[src/rtl/via_lcd_ctrl.sv]
// HD44780 LCD sequencer driving a VIA's port registers, with
// per-cycle CPU priority on the VIA bus.
module via_lcd_ctrl #(
    parameter int E_HOLD   = 4,
    parameter int POLL_MAX = 255
) (
    input  logic       clk,
    input  logic       rst,
    input  logic       cpu_en,
    input  logic       cpu_we,
    input  logic [3:0] cpu_rs,
    input  logic [7:0] cpu_din,
    output logic [7:0] cpu_dout,
    input  logic       req_valid,
    output logic       req_ready,
    input  logic       req_rs,
    input  logic [7:0] req_data,
    output logic       done,
    output logic       timeout,
    output logic       via_en,
    output logic       via_we,
    output logic [3:0] via_rs,
    output logic [7:0] via_din,
    input  logic [7:0] via_dout
);

    localparam int PW = $clog2(POLL_MAX + 1);
    localparam int WW = (E_HOLD > 1) ? $clog2(E_HOLD) : 1;

    typedef enum logic [3:0] {
        INIT, IDLE, P_DDRB, P_RW, P_EH, P_WAIT, P_RD, P_SMP, P_EL,
        W_DDRB, W_ORB, W_SET, W_EH, W_WAIT, W_EL, DONE
    } state_t;

    state_t state, nxt;

    logic [7:0]    data_q;
    logic          rs_q;
    logic          busy_q;
    logic          tmo_q;
    logic [PW-1:0] poll_cnt;
    logic [WW-1:0] wait_cnt;

    logic       seq_en;
    logic       seq_we;
    logic [3:0] seq_rs;
    logic [7:0] seq_din;
    logic       wait_last;
    logic       poll_again;
    logic [7:0] ora_lo;
    logic [7:0] ora_hi;

    assign wait_last  = int'(wait_cnt) == E_HOLD - 1;
    assign poll_again = busy_q && (int'(poll_cnt) + 1 < POLL_MAX);
    assign ora_lo     = {2'b00, rs_q, 5'b0};
    assign ora_hi     = {2'b10, rs_q, 5'b0};

    always_comb begin
        {seq_en, seq_we, seq_rs, seq_din} = '0;
        nxt = state;
        case (state)
            INIT: begin
                {seq_en, seq_we, seq_rs, seq_din} = {2'b11, 4'd3, 8'hE0};
                nxt = IDLE;
            end
            IDLE:   if (req_valid) nxt = P_DDRB;
            P_DDRB: begin
                {seq_en, seq_we, seq_rs, seq_din} = {2'b11, 4'd2, 8'h00};
                nxt = P_RW;
            end
            P_RW: begin
                {seq_en, seq_we, seq_rs, seq_din} = {2'b11, 4'd1, 8'h40};
                nxt = P_EH;
            end
            P_EH: begin
                {seq_en, seq_we, seq_rs, seq_din} = {2'b11, 4'd1, 8'hC0};
                nxt = (E_HOLD == 0) ? P_RD : P_WAIT;
            end
            P_WAIT: if (wait_last) nxt = P_RD;
            P_RD: begin
                {seq_en, seq_we, seq_rs, seq_din} = {2'b10, 4'd0, 8'h00};
                nxt = P_SMP;
            end
            P_SMP:  nxt = P_EL;
            P_EL: begin
                {seq_en, seq_we, seq_rs, seq_din} = {2'b11, 4'd1, 8'h40};
                nxt = poll_again ? P_EH : W_DDRB;
            end
            W_DDRB: begin
                {seq_en, seq_we, seq_rs, seq_din} = {2'b11, 4'd2, 8'hFF};
                nxt = W_ORB;
            end
            W_ORB: begin
                {seq_en, seq_we, seq_rs, seq_din} = {2'b11, 4'd0, data_q};
                nxt = W_SET;
            end
            W_SET: begin
                {seq_en, seq_we, seq_rs, seq_din} = {2'b11, 4'd1, ora_lo};
                nxt = W_EH;
            end
            W_EH: begin
                {seq_en, seq_we, seq_rs, seq_din} = {2'b11, 4'd1, ora_hi};
                nxt = (E_HOLD == 0) ? W_EL : W_WAIT;
            end
            W_WAIT: if (wait_last) nxt = W_EL;
            W_EL: begin
                {seq_en, seq_we, seq_rs, seq_din} = {2'b11, 4'd1, ora_lo};
                nxt = DONE;
            end
            DONE:    nxt = IDLE;
            default: nxt = INIT;
        endcase
        // a CPU cycle steals the bus; only access states hold
        if (seq_en && cpu_en) nxt = state;
    end

    always_ff @(posedge clk) begin
        if (rst) begin
            state     <= INIT;
            data_q    <= '0;
            rs_q      <= 1'b0;
            busy_q    <= 1'b0;
            tmo_q     <= 1'b0;
            poll_cnt  <= '0;
            wait_cnt  <= '0;
            req_ready <= 1'b0;
            done      <= 1'b0;
            timeout   <= 1'b0;
        end else begin
            state     <= nxt;
            req_ready <= nxt == IDLE;
            done      <= nxt == DONE;
            timeout   <= (nxt == DONE) && tmo_q;
            if (state == P_WAIT || state == W_WAIT)
                wait_cnt <= wait_cnt + WW'(1);
            else
                wait_cnt <= '0;
            if (state == IDLE && req_valid) begin
                data_q   <= req_data;
                rs_q     <= req_rs;
                poll_cnt <= '0;
                tmo_q    <= 1'b0;
            end
            if (state == P_SMP)
                busy_q <= via_dout[7];
            if (state == P_EL && !cpu_en) begin
                if (poll_again)
                    poll_cnt <= poll_cnt + PW'(1);
                else
                    tmo_q <= busy_q;
            end
        end
    end

    assign via_en   = cpu_en | (seq_en & ~rst);
    assign via_we   = cpu_en ? cpu_we  : seq_we;
    assign via_rs   = cpu_en ? cpu_rs  : seq_rs;
    assign via_din  = cpu_en ? cpu_din : seq_din;
    assign cpu_dout = via_dout;

endmodule

[config.mk]
export PLATFORM = sky130hd
export DESIGN_NAME = via_lcd_ctrl
export DESIGN_NICKNAME = d
export VERILOG_FILES = /design/src/rtl/via_lcd_ctrl.sv
export SDC_FILE = /design/constraint.sdc
export NUM_CORES = 1
export LEC_CHECK = 0
export ABC_AREA = 1
export CAP_MARGIN = 20
export CORE_MARGIN = 5
export CORE_UTILIZATION = 30
export CTS_BUF_LIST = sky130_fd_sc_hd__clkbuf_16
export CTS_CLUSTER_SIZE = 40
export DETAILED_ROUTE_END_ITERATION = 8
export SYNTH_ARGS = -nofsm -noshare
export SYNTH_HDL_FRONTEND = slang
export SYNTH_SLANG_ARGS = --single-unit
[constraint.sdc]
create_clock -name clk -period 1.8 [get_ports clk]
set_input_delay 0.36 -clock clk [delete_from_list [all_inputs] [get_ports clk]]
set_output_delay 0.36 -clock clk [all_outputs]
set_load 0.005 [all_outputs]
==> parameters.txt <==
Parameter                              Value

Floorplanning
  Area of the core    5510 sq um
  Die span in y    85.4 microns
  Die boundary width    85.4 microns
  Starting utilization of the core area    0.310
  Row count    27
  Number of top-level pins    59
  Full die area    7290 sq um

Logic synthesis
  Number of library cell types mapped by synthesis    27
  Sequential fraction of the synthesis area    0.329
  Async set-reset flop share out of synthesis    0
  Top FF cell, synth    dfxtp_1
  Warnings from Yosys    0
  Cell taking the most area after synthesis    dfxtp_1
  Gate count after technology mapping    264
  Yosys reg bits    28
  Syn avg cell area    6.46 sq um
  Synthesized cell area    1710 sq um
  Area share of the largest cell type after synthesis    0.329
  Number of nets produced by synthesis    300
  Dominant cells by area after synthesis    dfxtp_1 (33%), nand2_1 (12%), inv_1 (9.2%)
  Count of flip-flops with a built-in enable after synthesis    0

Cells and area
  Antenna cell count    0
  Area of the multi-input gates    1090 sq um
  Fraction of final layout cells with drive strength greater than 1    0.413
  Area growth from synthesis to layout    75.2%
  Nets    400
  Non-filler instance count after layout    435
  FILL cells    496
  Reg area    586 sq um

Setup path
  Critical path start-end classification    flip-flop to output port
  WP depth    7
  Worst setup EP type    output port
  Slowest stage cell on the critical path    dfxtp_4
  Largest delay share family, worst path    buffers and inverters
  Largest stage delay, worst path    380 ps
  CP Buf/Inv Count    4
  Arrival time of the worst setup path    1540 ps
  Largest driver fanout on the critical path    5
  Number of cells on the worst reg-to-reg path    14
  Crit path required time    1440 ps
  Startpoint types    flip-flop
  Cells along the critical path    inv_2, nor2_4, buf_4, o211ai_1, buf_4, o21ai_1, buf_2
  Dominant cell type by count on the critical path    buf_4

Worst hold path
  Hold Path Cell Cnt    1
  HP Class    flip-flop to flip-flop

Placement
  Half-perimeter wire length of the detailed placement result    3610 microns
  Final RePlAce weighted congestion    0.890
  Post-Place Cells    406
  Count of buffers inserted at the top-level ports    44

Drt
  Number of design-rule violations left by the first detailed-router iteration    88
  Detailed-routing iteration count for the pre-antenna-repair pass    5
  Total length of routed wires    5470 microns
  Average routed wire per standard cell    12.6 microns
  DRC viols    0
  Via count of the routed design    2,003
  Detail Route Antenna Nets    0
  Average via count per standard cell    4.60

Timing
  Final min period    1900 ps
  Final clock period utilization by the worst path    1.06
  Worst rel slew slack    0.804
  Pin slew with the least headroom to its limit    293 ps
  Count of endpoints failing hold in the final timing report    0
  Summed negative setup slack over all endpoints    -601 ps
  RSZ-0062 raised after global routing    true
  Slew Viols, Final    0
  Count of final setup violators    10
  Highest achievable clock rate    0.526 GHz
  Post-route worst setup slack    -99.9 ps
  Fin Clk Skew    9.54 ps

Pwr
  Clock power share    0.372
  Leak pwr    0.00129 uW
  Internal Dissipation    1330 uW
  Sequential fraction of design power    0.379
  Sw frac    0.258
  Maximum ir drop on the vdd rail    0.000401 V
  Power per cell area    599 nW/um^2
  Net switching component of the power    462 uW
  Share of total power in combinational logic    0.249

CTS
  Cell chosen for the clock root    clkbuf_16
  Cts bufs inserted    3
  Clk_lat worst skew    270 ps
  CTS Sinks    28
  Level count of the clock H-tree    1
  Number of buffers on the longest clock path    2
  Hold_buf cts    0
  CTS tree    yes
  Clock input transition at the sequential cells of the worst setup and hold paths    60 ps

Job
  Maxcap violations    0

GRT
  Overflow left after global routing    0
  Pin count of the biggest net entering global routing    28
  Global-route total usage across every layer    0.148
  First-pass GRT wire length    8780 microns
  Via count of the first global-routing pass    1,952
  Number of antenna violations at the first check in global routing    0

Status
  Violations in the final reports    setup timing
  Status    finished with violations
metrics by stage:
stage                util  total power [uW]  worst slack [ps]  cell area (sq um)  hold slack (ps)
floorplan               -               855               160               1710              398
global placement    0.445              1070              -407               2450              409
detailed placement  0.445              1070              -525               2450              422
CTS                 0.523              1790              -106               2880              432
global route        0.543              1880              -161               2990              440
finish              0.543              1790             -99.9               2990              430
final timing paths:
| kind | start | endpoint | slack [ps] |
|---|---|---|---|
| setup / recovery | state[1] | via_din[1] | -100 |
| hold reg to reg | wait_cnt[0] | wait_cnt[0] | 430 |
| setup reg to reg | poll_cnt[1] | poll_cnt[5] | -30 |
| hold / removal | wait_cnt[0] | wait_cnt[0] | 430 |
layer usage:
metal  track usage  vias up  share of wire
met1         0.175      878           0.44
met4        0.0662        0          0.023
met5             0        -              0
li1              -     1058              -
met3        0.0272        9          0.059
met2         0.256       58           0.48
final cells by class:
class                           count  area share
Sequential cell                    28       0.196
Multi-Input combinational cell    178       0.365
Clock inverter                      1      0.0101
Clock buffer                        3      0.0251
Tap cell                           72      0.0302
Inverter                           42      0.0536
Timing Repair Buffer              111       0.320
what timing repair did:
item	4_1_cts	5_1_grt
endpoints found under the setup margin	25	25
setup buffers	24	3
pin swaps	32	17
resized for setup	122	29
worst register-to-register path: stages, from the launching register on:
cell	delay, ps
dfxtp_4	370
ha_4	180
inv_2	40
nand2_2	50
nand2_2	60
nor2_1	90
nand3_1	90
nor2_2	100
nand2_2	100
nand4_4	100
nor2_4	50
buf_6	110
buf_12	120
buf_6	110
a211oi_2	190
cell usage after synthesis, drive strengths merged (2+ instances only):
library cell and n:
a211oi 8, a21oi 24, buf 11, clkbuf 5, dfxtp 28, ha 2
inv 42, nand2 55, nand3 15, nand4 4, nor2 34, nor3 3
o211ai 3, o21ai 25
sequential cells by signal (all words and copies together) (netlist names):
| register | flops |
|---|---|
| busy_q | 1 |
| data_q | 8 |
| timeout | 1 |
| req_ready | 1 |
| tmo_q | 1 |
| poll_cnt | 8 |
| state | 4 |
| rs_q | 1 |
| done | 1 |
| wait_cnt | 2 |
power by group through the flow:
stage	combinational (uW)	sequential [uW]	clock, uW
3_3_place_gp	384	687	0
6_report	447	678	666
5_1_grt	493	682	704
4_1_cts	429	678	680
3_5_place_dp	386	687	0
2_1_floorplan	178	677	0
placed cells by master (no fill, tap or decap), types with 13 or more instances in the layout:
cell,n
buf_4,53
inv_2,14
inv_1,27
dfxtp_1,20
buf_6,13
o21ai_0,13
clkdlybuf4s50_1,31
nor2_1,22
a21oi_1,17
nand2_1,43
cells by family (layout without fill, tap and decap cells):
| family | count (synthesis) | in the layout | share of synthesized area |
|---|---|---|---|
| AO/OA/AOI/OAI | 64 | 64 | 0.214 |
| adder cells (fa/ha/maj) | 2 | 2 | 0.0147 |
| buffers and inverters | 58 | 157 | 0.151 |
| flip-flops | 28 | 28 | 0.329 |
| AND/OR/NAND/NOR | 112 | 112 | 0.291 |
Note: power is estimated with default switching activity, not from simulation.
